<file path="src/rtl/instr_fetch_unit_if.sv">
// Handshake bundle around instr_fetch_unit: instruction-memory port, core-side
// valid/ready port and the redirect request. master = fetch unit, slave = memory/core.
interface instr_fetch_unit_if;
    logic        imem_req;
    logic [31:0] imem_addr;
    logic        imem_ack;
    logic [31:0] imem_rdata;
    logic [31:0] instruction;
    logic [31:0] instr_pc;
    logic        instr_valid;
    logic        instr_ready;
    logic        redirect;
    logic [31:0] redirect_pc;

    modport master (
        output imem_req, imem_addr, instruction, instr_pc, instr_valid,
        input  imem_ack, imem_rdata, instr_ready, redirect, redirect_pc
    );

    modport slave (
        input  imem_req, imem_addr, instruction, instr_pc, instr_valid,
        output imem_ack, imem_rdata, instr_ready, redirect, redirect_pc
    );
endinterface

</file>
<file path="src/rtl/instr_fetch_unit.sv">
// Instruction fetch stage: fetch PC, imem req/ack, small PC+word FIFO, redirect/flush.
// Define IFU_PERF_EN to add the fetch_count / drop_count performance counters.
module instr_fetch_unit #(
    parameter logic [31:0] RESET_PC   = 32'h0000_0000,
    parameter int          FIFO_DEPTH = 2
) (
    input  logic                   clk,
    input  logic                   reset,
    instr_fetch_unit_if.master     ifc
`ifdef IFU_PERF_EN
    ,
    output logic [31:0]            fetch_count,
    output logic [15:0]            drop_count
`endif
);

    localparam int AW = $clog2(FIFO_DEPTH);
    localparam int CW = AW + 1;

    typedef enum logic [1:0] {
        IDLE = 2'd0,
        REQ  = 2'd1,
        DROP = 2'd2
    } state_t;

    state_t          state, state_nxt;
    logic [31:0]     fetch_pc, fetch_pc_nxt;
    logic [31:0]     pending_pc, pending_pc_nxt;
    logic [CW-1:0]   count, count_nxt;
    logic [AW-1:0]   rd_ptr, wr_ptr;
    logic            req_q, req_nxt;

    logic [31:0]     fifo_pc   [FIFO_DEPTH];
    logic [31:0]     fifo_data [FIFO_DEPTH];

    logic            acked, push, pop, discard;
    logic [31:0]     redirect_aligned;

    // Low address bits of a redirect target are meaningless for word fetches.
    assign redirect_aligned = ifc.redirect_pc & 32'hFFFF_FFFC;

    assign acked = req_q & ifc.imem_ack;
    assign push  = (state == REQ) & acked & ~ifc.redirect;
    assign pop   = (count != '0) & ifc.instr_ready;

    // NOTE: every always_comb output gets a default first so no latch is inferred.
    always_comb begin
        state_nxt      = state;
        fetch_pc_nxt   = fetch_pc;
        pending_pc_nxt = pending_pc;
        discard        = 1'b0;

        case (state)
            IDLE: state_nxt = REQ;
            REQ: begin
                if (ifc.redirect) begin
                    discard = acked;
                    if (req_q && !ifc.imem_ack) begin
                        pending_pc_nxt = redirect_aligned;
                        state_nxt      = DROP;
                    end else begin
                        fetch_pc_nxt = redirect_aligned;
                    end
                end else if (push) begin
                    fetch_pc_nxt = fetch_pc + 32'd4;
                end
            end
            DROP: begin
                if (acked) begin
                    // The abandoned word is thrown away; a same-cycle redirect wins.
                    discard      = 1'b1;
                    fetch_pc_nxt = ifc.redirect ? redirect_aligned : pending_pc;
                    state_nxt    = REQ;
                end else if (ifc.redirect) begin
                    pending_pc_nxt = redirect_aligned;
                end
            end
            default: state_nxt = IDLE;
        endcase

        if (ifc.redirect) count_nxt = '0;
        else              count_nxt = count + CW'(push) - CW'(pop);

        req_nxt = (state_nxt == DROP) ||
                  ((state_nxt == REQ) && (count_nxt < CW'(FIFO_DEPTH)));
    end

    // NOTE: sequential state uses non-blocking assignments so every flop samples pre-edge values.
    always_ff @(posedge clk or negedge reset) begin
        if (!reset) begin
            state      <= IDLE;
            fetch_pc   <= RESET_PC;
            pending_pc <= RESET_PC;
            count      <= '0;
            rd_ptr     <= '0;
            wr_ptr     <= '0;
            req_q      <= 1'b0;
        end else begin
            state      <= state_nxt;
            fetch_pc   <= fetch_pc_nxt;
            pending_pc <= pending_pc_nxt;
            count      <= count_nxt;
            req_q      <= req_nxt;
            if (ifc.redirect) begin
                rd_ptr <= '0;
                wr_ptr <= '0;
            end else begin
                if (pop)  rd_ptr <= rd_ptr + AW'(1);
                if (push) wr_ptr <= wr_ptr + AW'(1);
            end
        end
    end

    // NOTE: FIFO storage has no reset; outputs are masked to zero while the FIFO is empty.
    always_ff @(posedge clk) begin
        if (push) begin
            fifo_pc[wr_ptr]   <= fetch_pc;
            fifo_data[wr_ptr] <= ifc.imem_rdata;
        end
    end

    assign ifc.imem_req    = req_q;
    assign ifc.imem_addr   = fetch_pc;
    assign ifc.instr_valid = (count != '0);
    assign ifc.instruction = (count != '0) ? fifo_data[rd_ptr] : 32'h0;
    assign ifc.instr_pc    = (count != '0) ? fifo_pc[rd_ptr]   : 32'h0;

`ifdef IFU_PERF_EN
    always_ff @(posedge clk or negedge reset) begin
        if (!reset) begin
            fetch_count <= '0;
            drop_count  <= '0;
        end else begin
            if (push && (fetch_count != '1))   fetch_count <= fetch_count + 32'd1;
            if (discard && (drop_count != '1)) drop_count  <= drop_count + 16'd1;
        end
    end
`endif

endmodule

</file>
<file path="src/flat_wrapper.sv">
// flat-port wrapper written by rule: the top's interface ports become plain ports
module instr_fetch_unit_flat 
#(
    parameter logic [31:0] RESET_PC   = 32'h0000_0000,
    parameter int          FIFO_DEPTH = 2
)
  (clk, reset, ifc_imem_req, ifc_imem_addr, ifc_instruction, ifc_instr_pc, ifc_instr_valid, ifc_imem_ack, ifc_imem_rdata, ifc_instr_ready, ifc_redirect, ifc_redirect_pc);
  instr_fetch_unit_if ifc_i ();
  input  logic clk;
  input  logic reset;
  output wire logic [$bits(ifc_i.imem_req)-1:0] ifc_imem_req;
  output wire logic [$bits(ifc_i.imem_addr)-1:0] ifc_imem_addr;
  output wire logic [$bits(ifc_i.instruction)-1:0] ifc_instruction;
  output wire logic [$bits(ifc_i.instr_pc)-1:0] ifc_instr_pc;
  output wire logic [$bits(ifc_i.instr_valid)-1:0] ifc_instr_valid;
  input wire logic [$bits(ifc_i.imem_ack)-1:0] ifc_imem_ack;
  input wire logic [$bits(ifc_i.imem_rdata)-1:0] ifc_imem_rdata;
  input wire logic [$bits(ifc_i.instr_ready)-1:0] ifc_instr_ready;
  input wire logic [$bits(ifc_i.redirect)-1:0] ifc_redirect;
  input wire logic [$bits(ifc_i.redirect_pc)-1:0] ifc_redirect_pc;
  assign ifc_imem_req = ifc_i.imem_req;
  assign ifc_imem_addr = ifc_i.imem_addr;
  assign ifc_instruction = ifc_i.instruction;
  assign ifc_instr_pc = ifc_i.instr_pc;
  assign ifc_instr_valid = ifc_i.instr_valid;
  assign ifc_i.imem_ack = ifc_imem_ack;
  assign ifc_i.imem_rdata = ifc_imem_rdata;
  assign ifc_i.instr_ready = ifc_instr_ready;
  assign ifc_i.redirect = ifc_redirect;
  assign ifc_i.redirect_pc = ifc_redirect_pc;
  instr_fetch_unit #(.RESET_PC(RESET_PC), .FIFO_DEPTH(FIFO_DEPTH)) u_core (.clk(clk), .reset(reset), .ifc(ifc_i));
endmodule
</file>
<file path="config.mk">
export PLATFORM = sky130hd
export DESIGN_NAME = instr_fetch_unit_flat
export DESIGN_NICKNAME = d
export VERILOG_FILES = /design/src/rtl/instr_fetch_unit_if.sv /design/src/rtl/instr_fetch_unit.sv /design/src/flat_wrapper.sv
export SDC_FILE = /design/constraint.sdc
export NUM_CORES = 1
export LEC_CHECK = 0
export ABC_AREA = 1
export BUFFER_PORTS_ARGS = -buffer_cell sky130_fd_sc_hd__buf_2
export CAP_MARGIN = 20
export CORE_MARGIN = 1.5
export CORE_UTILIZATION = 50
export CTS_CLUSTER_DIAMETER = 40
export DETAILED_ROUTE_END_ITERATION = 6
export HOLD_SLACK_MARGIN = 0.1
export PLACE_DENSITY = 0.82
export SYNTH_ARGS = -nofsm -noshare
export SYNTH_HDL_FRONTEND = slang
export SYNTH_SLANG_ARGS = --single-unit
</file>
<file path="constraint.sdc">
create_clock -name clk -period 7.55 [get_ports clk]
set_input_delay 0 -clock clk [delete_from_list [all_inputs] [get_ports clk]]
set_output_delay 0 -clock clk [all_outputs]
set_load 0.03 [all_outputs]
</file>
==> impl_metrics.csv <==
group,metric,value,unit
status,status,"finished with violations",
status,failed_checks,"DRC",
clock_tree,cts.sinks,199,
worst_setup_path,cp_slowest_cell,"nor2_4",
timing,finalSetupViolations,0,
finish,multi_input_area,2820,um^2
timing,maxSlewHeadroom,39.5,%
clock_tree,cts_resized,0,
worst_setup_path,crit_path_end_kind,"flip-flop",
clock_tree,post-cts-setup-buffer-count,0,
clock_tree,cts_max_level,4,
timing,setup_slack,5.00,ns
floorplan,die_y,137,um
power,p_int,2.51,mW
route,vias,7268,
clock_tree,clk_latency,0.44,ns
route,viasPerCell,5.19,
timing,holdWs,0.277,ns
finish,seq_area,5620,um^2
clock_tree,clkSlewWorstSetupHoldPaths,0.07,ns
clock_tree,cts_made_buffers,17,
power,ir_drop,232,uV
timing,clock_skew,0.00566,ns
finish,mostFrequentLayoutCells,"287 x nand2_1, 164 x buf_2, 128 x edfxtp_1",
yosys,syn-cell-area,8930,um^2
floorplan,die_width,137,um
yosys,yosysWarnings,0,
timing,rsz0062_at_grt,"false",
route,drt_wl_total,21.2,mm
worst_setup_path,rr_worst_depth,7,
clock_tree,root_buffer,"clkbuf_16",
global_route,grt_pass1_wl,33.3,mm
route,antenna_left,0,
power,p_seq_share,37.3,%
worst_hold_path,hold_path_class,"input pin to flip-flop",
power,leakage,4.96,nW
timing,fin_setup_tns,0,ns
finish,drive_above_1_share,19.1,%
finish,instances_no_fill,1401,
finish,design_area,11200,um^2
yosys,ys_seq_area_share,63.0,%
clock_tree,cts_buffer_depth,2,
route,drt_first_pass_iters,7,
worst_setup_path,crit_fanout,37,
worst_hold_path,hold_depth,2,
route,wire_per_inst,15.1,um
power,power_switching,1.98,mW
worst_setup_path,critPathMaxStageDelay,0.67,ns
timing,hold_viol_final,0,
yosys,synth_nets,1020,
clock_tree,cts_tree,"yes",
clock_tree,cts_hold_buf,66,
timing,timing.fmax,392,MHz
worst_setup_path,cp_common_cell,"nand2_1",
worst_setup_path,cp.arrival,2.89,ns
timing,tightest_slew,0.907,ns
finish,antenna_cells,0,
power,swShare,44.1,%
yosys,ys_types,37,
worst_setup_path,criticalPathCategory,"input pin to flip-flop",
global_route,grt_pass1_vias,6805,
place,place_hpwl,13.2,mm
yosys,ys_ff_latch,199,
floorplan,coreArea,17400,um^2
worst_setup_path,start_kind,"input pin",
timing,post-route-period-util,33.8,%
worst_setup_path,required,7.89,ns
power,pwr-share-clk,21.5,%
place,pre_cts_slack,5.11,ns
global_route,grt_max_degree,72,
place,numPortBuffers,164,
global_route,grt.overflow.total,0,
finish,final_common_cell,"nand2_1",
yosys,postSynthAreaPerCell,9.46,um^2
floorplan,dieArea,18700,um^2
power,totalPowerFinal,4.48,mW
timing,period_minus_slack,2.55,ns
floorplan,num_rows,48,
place,gp_congestion,0.872,
global_route,antenna_found_initial,0,
global_route,grt.total_usage,23.0,%
worst_setup_path,crit_chain,"dlygate4sd3_1, buf_2, inv_2, nand3_1, nand2_1, nor2_4, nand2_1, o31ai_1",
place,place_inst,1303,
finish,final_net_count,1239,
finish,syn2layout_area_growth,25.9,%
power,power_frac_comb,41.2,%
place,postPlaceCellArea,9950,um^2
finish,fillers,1389,
yosys,netlist_instances,944,
route,drc_errors,2,
power,powerDensity,399,nW/um^2
floorplan,start_util,51.4,%
route,drtIter0Drc,742,
flow_run,cap_viol_max_count,0,
floorplan,ioPinCount,167,
finish,post-route-util,64.8,%
timing,finalMaxSlewViolations,0,
-- worst paths after layout --
check,startpoint,slack [ns],endpoint
setup / recovery,ifc_redirect,5.00,u_core.ifc.imem_addr[1]
hold / removal,ifc_imem_rdata[25],0.28,u_core.fifo_data[1][25]
setup reg to reg,u_core.state[0],5.10,u_core.ifc.imem_addr[1]
hold reg to reg,u_core.pending_pc[13],0.49,u_core.pending_pc[13]
max in group asynchronous,reset,6.60,u_core.rd_ptr
min in group asynchronous,reset,0.32,u_core.wr_ptr
-- logic make-up after synthesis --
logic type / after synthesis / synth area share (%)
buffers and inverters: 127 / 5.70
xor gates and xnor gates: 2 / 0.196
AOI/OAI and AO/OA: 166 / 9.60
and+or+nand+nor: 440 / 20.2
adders and majority gates: 7 / 0.981
DFF: 199 / 63.0
muxes: 3 / 0.378
-- flip-flops by register name (all words and copies together) (netlist names) --
register / cells
u_core.count: 2
u_core.ifc.imem_addr: 32
u_core.fifo_pc: 64
u_core.ifc.imem_req: 1
u_core.state: 2
u_core.pending_pc: 32
u_core.wr_ptr: 1
u_core.rd_ptr: 1
u_core.fifo_data: 64
-- area by class of cell --
type	instances	share of cell area, %
Sequential cell	199	50.0
Inverter	88	2.94
Multi-Input combinational cell	618	25.1
Tap cell	225	2.50
Clock buffer	17	3.78
Timing Repair Buffer	239	13.8
Clock inverter	15	1.85
-- routing by layer --
| metal | share of wire, % | routed length [um] | track usage [%] | up-vias |
|---|---|---|---|---|
| met5 | 0 | 0 | 0 | - |
| met1 | 43 | 9180 | 31.3 | 3412 |
| li1 | - | - | - | 3565 |
| met3 | 6.0 | 1280 | 3.74 | 36 |
| met2 | 48 | 10200 | 37.0 | 255 |
| met4 | 2.4 | 503 | 9.10 | 0 |
-- power by group through the flow --
stage | sequential [mW] | combinational, mW | clock [mW]
5_1_grt | 1.70 | 2.04 | 1.02
3_3_place_gp | 1.68 | 1.76 | 0
3_5_place_dp | 1.69 | 1.81 | 0
4_1_cts | 1.67 | 1.85 | 0.981
2_1_floorplan | 1.77 | 1.19 | 0
6_report | 1.67 | 1.85 | 0.964
-- critical path, delay by kind of cell --
kind	cells	cell delay, ns
simple gates	4	1.32
compound gates	1	0.28
buf+inv	3	1.25
-- synth_stat cells (all sizes together) --
library cell	count	area share, %
nand2	290	12
edfxtp	128	43
a21oi	93	5.2
inv	88	3.7
nor2	85	3.9
dfrtp	71	20
o21ai	63	3.5
nand3	48	2.7
clkbuf	23	0.98
buf	16	1.0
ha	7	0.98
nand4	7	0.49
or2	5	0.35
mux2	3	0.38
nor3	3	0.29
a41oi	2	0.20
o22ai	2	0.14
o31ai	2	0.17
a22o	1	0.098
a22oi	1	0.084
a31oi	1	0.070
nor3b	1	0.084
nor4	1	0.070
o221ai	1	0.098
xnor2	1	0.098
xor2	1	0.098
Power figures use the tool's default switching activity.
